$ cat config.mk
export PLATFORM = sky130hd
export DESIGN_NAME = mach_dem_xuong_4bit
export DESIGN_NICKNAME = d
export VERILOG_FILES = /design/src/rtl/mach_dem_xuong_4bit.sv
export SDC_FILE = /design/constraint.sdc
export NUM_CORES = 1
export LEC_CHECK = 0
export ABC_AREA = 1
export ABC_CLOCK_PERIOD_IN_PS = 2800
export CORE_MARGIN = 2
export CORE_UTILIZATION = 35
export CTS_CLUSTER_SIZE = 20
export DETAILED_ROUTE_END_ITERATION = 8
export GPL_ROUTABILITY_DRIVEN = 0
export HOLD_SLACK_MARGIN = 0.05
export PLACE_DENSITY = 0.62
export SLEW_MARGIN = 40
export SYNTH_ARGS = -nofsm -noshare
export SYNTH_HDL_FRONTEND = slang
export SYNTH_SLANG_ARGS = --single-unit
$ cat constraint.sdc
create_clock -name clk -period 2.8 [get_ports clk]
set_clock_uncertainty 0.15 [all_clocks]
set_input_delay 0.28 -clock clk [delete_from_list [all_inputs] [get_ports clk]]
set_output_delay 0.28 -clock clk [all_outputs]
set_load 0.03 [all_outputs]
$ cat src/rtl/mach_dem_xuong_4bit.sv
`default_nettype none
// ============================================================================
// Module   : mach_dem_xuong_4bit
// Purpose  : Loadable down counter with terminal-count pulse and either
//            one-shot or periodic (auto-reload) operation.
// Revision : 1.0 - initial release
// ============================================================================
module mach_dem_xuong_4bit #(
    parameter int               WIDTH       = 4,
    parameter logic [WIDTH-1:0] RESET_VALUE = 4'hF
) (
    input  logic             clk,
    input  logic             reset,
    input  logic             load,
    input  logic [WIDTH-1:0] din,
    input  logic             start,
    input  logic             en,
    input  logic             auto_reload,
    output logic [WIDTH-1:0] q,
    output logic             tc,
    output logic             busy,
    output logic             done
);

    typedef enum logic [1:0] {
        S_IDLE = 2'd0,
        S_RUN  = 2'd1,
        S_DONE = 2'd2
    } state_t;

    localparam logic [WIDTH-1:0] c_zero = '0;
    localparam logic [WIDTH-1:0] c_one  = {{(WIDTH-1){1'b0}}, 1'b1};

    state_t           r_state;
    logic [WIDTH-1:0] r_q;
    logic [WIDTH-1:0] r_reload;
    logic             r_tc;

    always_ff @(posedge clk or posedge reset) begin
        if (reset) begin
            r_state  <= S_IDLE;
            r_q      <= RESET_VALUE;
            r_reload <= RESET_VALUE;
            r_tc     <= 1'b0;
        end else begin
            // tc is a single-cycle pulse; only the 1->0 step re-arms it
            r_tc <= 1'b0;
            if (load) begin
                r_q      <= din;
                r_reload <= din;
                r_state  <= S_IDLE;
            end else begin
                case (r_state)
                    S_IDLE, S_DONE: begin
                        if (start) begin
                            if (r_q == c_zero) begin
                                if (r_reload == c_zero) begin
                                    r_state <= S_DONE;
                                end else begin
                                    r_q     <= r_reload;
                                    r_state <= S_RUN;
                                end
                            end else begin
                                r_state <= S_RUN;
                            end
                        end
                    end
                    S_RUN: begin
                        if (en) begin
                            if (r_q == c_zero) begin
                                // wrap after the terminal cycle of a periodic run
                                if (r_reload == c_zero) begin
                                    r_state <= S_DONE;
                                end else begin
                                    r_q <= r_reload;
                                end
                            end else if (r_q == c_one) begin
                                r_q  <= c_zero;
                                r_tc <= 1'b1;
                                if (!auto_reload) begin
                                    r_state <= S_DONE;
                                end
                            end else begin
                                r_q <= r_q - c_one;
                            end
                        end
                    end
                    default: begin
                        r_state <= S_IDLE;
                    end
                endcase
            end
        end
    end

    assign q    = r_q;
    assign tc   = r_tc;
    assign busy = (r_state == S_RUN);
    assign done = (r_state == S_DONE);

endmodule
`default_nettype wire

# After elaboration in Yosys (flattened, before gate mapping)
# Cells that the tools add are included.
# W data, S select, Z words.
# totals
reg_bits	11
out_inout_bits	7
elab_cells	44
# op_classes
addsub	1
eq_ne	9
muxes	23
n_reduce_logical	7
# op_table
operator	n
$mux W4	7
$mux W2	9
$ne A3 B3 Y1 const B	3
$logic_not A4 Y1	2
$ne A4 B3 Y1 const B	2
$pmux W4 S2	1
$mux W1	5
$reduce_and A5 Y1	1
$eq A4 B1 Y1 const B	1
$ne A4 B2 Y1 const B	1
$pmux W2 S2	1
$reduce_and A4 Y1	1
$sub A4 B1 Y4 const B	1
$reduce_bool A3 Y1	1
$eq A2 B1 Y1 const B	1
$eq A2 B2 Y1 const B	1
$logic_not A2 Y1	1
$reduce_or A2 Y1	1

# Longest topological paths before layout
# depth
word_depth	6
depth_mapped	9
ltp_nobuf	9

# Worst setup path after synthesis
# OpenSTA, ideal clock, no wires.
# synth_timing
path_kind	flip-flop to flip-flop
from	reg r_q[0] (netlist: q[0])
to	reg r_q[3] (netlist: q[3])
arrival_time_ps	1599
required_ps	2582
slack_ps	983
path_stages_with_launch	10
path_buffers	0
cell_sequence	dfstp_2 -> inv_1 -> ha_1 -> o21ai_0 -> nand2_1 -> clkinv_1 -> nand2_1 -> nand2_1 -> nand2_1 -> a21oi_2
# synth_between
elab_chain_len	6
# synth_lines
item	line	rtl
start: declaration	35	logic [WIDTH-1:0] r_q;
start signal: assignment	49	r_q <= din;
start signal: assignment	60	r_q <= r_reload;
start signal: assignment	75	r_q <= r_reload;
$sub A4 B1 Y4 / $eq A4 B1 Y1 (equally long branches)	84, 77	
$mux W4	77	end else if (r_q == c_one) begin
$mux W4	70	if (r_q == c_zero) begin
$mux W4	69	if (en) begin
$pmux W4 S2	53	case (r_state)
$mux W4	48	if (load) begin
# Several ways; a longest one is shown, not always the timed one. The select of a mux whose other input is x is not followed.
# A chain may end at the register's enable or synchronous reset.

# Worst setup path after layout
# layout_timing
from	reg r_state[0]
to	out busy
# layout_between
elab_chain_len	1
# layout_lines
item	line	rtl
start: declaration	34	state_t r_state;
start signal: assignment	41	r_state <= S_IDLE;
start signal: assignment	51	r_state <= S_IDLE;
start signal: assignment	58	r_state <= S_DONE;
$eq A2 B1 Y1	98	assign busy = (r_state == S_RUN);
end: declaration	21	output logic busy,
# No other way between the ends.

==> metrics.yaml <==
outcome:
  status: "finished clean"
floorplanning:
  start_util_pct: 37.3
  die_h_um: 52.8
  design.core.area_um2: 2230
  rows: 17
  die_area_um2: 2790
  pin_count: 17
  die_width_um: 52.8
worst_setup_path:
  required_ns: 2.37
  start_kind: "flop"
  arrival_ns: 1.66
  path_class: "reg2out"
  end_kind: "output pin"
  critical-path-top-delay-family: "buffers and inverters"
  slowest_delay_ns: 0.67
  reg2regPathDepth: 7
  path_buf_inv: 2
  path_cells: "nand2_4 > clkinv_4 > clkdlybuf4s50_1"
  crit_fanout: 8
  path_depth: 3
  cpMaxStageDelayCell: "clkdlybuf4s50_1"
timing:
  rsz0062_at_grt: "false"
  slew_headroom_pct: 72.5
  worst_pin_slew_ns: 0.411
  timing.setup.tns_ns: 0
  hold_violations: 0
  period_share_pct: 74.7
  finalCriticalPeriod_ns: 2.09
  max_freq_ghz: 0.478
  setup_viol: 0
  maxSlewViolCount: 0
drt:
  initialDrtViolationCount: 10
  routed-wl-met2_um: 762
  viasPerCell: 4.70
  wl_met3_um: 45
  ant_nets: 0
  wl_per_cell_um: 11.0
  dr.pass1.iters: 4
  wl_met1_um: 985
  vias: 775
  top_layer: "met4"
  drt_wl_total_um: 1820
  drc: 0
synth:
  synth_edf_count: 0
  ys_warn_count: 0
  synth-main-ff-cell: "dfstp_2"
  syn_area_um2: 833
  ys_ff_latch: 11
  yosysSeqAreaShare_pct: 34.2
  syn-num-nets: 131
  synth-async-reset-ratio_pct: 100
  synth.distinct_cells: 25
  postSynthAreaPerCell_um2: 7.06
  syn_inst: 118
pwr:
  swShare_pct: 49.3
  peakVddDrop_uv: 501
  p_per_area_nw_per_um2: 980
  p_int_mw: 0.519
  p_comb_share_pct: 58.1
  p_total_mw: 1.02
  total_leakage_power_nw: 0.500
  p_sw_mw: 0.505
  p_seq_share_pct: 31.4
  p_clk_share_pct: 10.5
placed_design:
  dp_hpwl_um: 1480
  port_buffers: 16
final_layout:
  drive_above_1_share_pct: 20.4
  fillers: 241
  syn2layout_area_growth_pct: 25.4
  fin_nets: 151
  n_antenna_cell: 0
cts:
  insertion_delay_ns: 0.27
  cts_buffers: 3
  clk_pin_slew_ns: 0.07
  root_buffer: "clkbuf_4"
  cts_buffer_depth: 2
  cts_hold_buffers: 0
  cts_tree: "built"
  cts.repair.resized: 0
  clock-sinks: 11
  htree_num_levels: 1
  post_cts_buffers: 0
worst_hold_path:
  hold_path_class: "in2async"
run:
  drv_cap: 0
grt:
  grt_pass1_wl_um: 3350
  grt_overflow: 0
  grt_pass1_vias: 761
  grt_max_degree: 12
  antenna_found_initial: 0
  grtUsageTotal_pct: 16.8
==> flip-flops by register name, indices dropped and copies added (netlist names) <==
signal	flops
tc	1
q	4
r_reload	4
r_state	2
==> cell usage after synthesis, types with 3 or more instances <==
library cell  number  area share [%]
a21oi_1            7             4.2
dfrtp_1            3             9.0
dfstp_2            8              25
ha_1               3             4.5
inv_1             14             6.3
nand2_1           31              14
nand2_2            3             2.3
nand3_1           10             6.0
nor2_1            12             5.4
nor2_2             4             3.0
o21ai_0            5             3.0
==> metrics by stage <==
step / util [%] / hold WS (ns) / area [um2] / std cells / setup slack (ns)
after floorplan: - / -0.0233 / 833 / 118 / 0.983
after global placement: 45.5 / 0.338 / 1020 / 161 / 0.802
after detailed placement: 45.5 / 0.348 / 1020 / 161 / 0.762
after CTS: 46.8 / 0.165 / 1040 / 165 / 0.699
after global routing: 46.8 / 0.207 / 1040 / 165 / 0.636
final: 46.8 / 0.150 / 1040 / 165 / 0.709
==> cell type report <==
class | instances | area, um2 | share of cell area [%]
multi-input combinational | 89 | 468 | 44.8
tap | 28 | 35.0 | 3.35
clock buffer | 3 | 22.5 | 2.16
sequential | 11 | 285 | 27.3
inverter | 17 | 68.8 | 6.59
timing repair buffer | 16 | 160 | 15.3
clock inverter | 1 | 5.00 | 0.479
==> cells by family after synthesis <==
group                      count (synthesis)  synth area share [%]
and+or+nand+nor                           68                  39.3
AOI/OAI and AO/OA                         17                  11.3
DFF                                       11                  34.2
xor gates and xnor gates                   1                  1.05
adders and majority gates                  3                  4.50
buffers and inverters                     18                  9.61
==> cell usage in the layout (no fill, tap or decap), types with 2 or more instances in the layout <==
cell / instances
a21oi_1: 7
clkbuf_4: 3
clkdlybuf4s50_1: 16
dfrtp_1: 3
dfstp_2: 8
ha_1: 3
inv_1: 14
nand2_1: 31
nand2_2: 3
nand2_4: 2
nand3_1: 10
nor2_1: 12
nor2_2: 4
nor2_4: 2
nor3_1: 2
o21ai_0: 5
o21ai_1: 2
==> power by group through the flow <==
stage / Sequential [mW] / Combinational, mW / Clock [mW]
finish: 0.321 / 0.595 / 0.108
global route: 0.334 / 0.669 / 0.125
CTS: 0.320 / 0.601 / 0.112
detailed placement: 0.322 / 0.599 / 0
global placement: 0.321 / 0.595 / 0
floorplan: 0.358 / 0.377 / 0
==> layer usage <==
| layer | up-vias | global-route usage, % |
|---|---|---|
| met5 | - | 0 |
| met4 | 0 | 6.41 |
| met3 | 4 | 2.57 |
| met2 | 11 | 25.0 |
| met1 | 349 | 24.3 |
| li1 | 411 | - |
==> path summary, 6_finish.rpt <==
check	start	end	slack [ns]
min in group clk	r_reload[2]$_DFFE_PP1P_	r_reload[2]$_DFFE_PP1P_	0.36
worst min-delay path	reset	r_state[0]$_DFFE_PP0P_	0.15
max in group asynchronous	reset	q[0]$_DFFE_PP1P_	2.03
worst min register to register	r_reload[2]$_DFFE_PP1P_	r_reload[2]$_DFFE_PP1P_	0.36
worst max register to register	q[0]$_DFFE_PP1P_	q[0]$_DFFE_PP1P_	0.90
worst max-delay path	r_state[0]$_DFFE_PP0P_	busy	0.71
(Power assumes the default switching activity.)
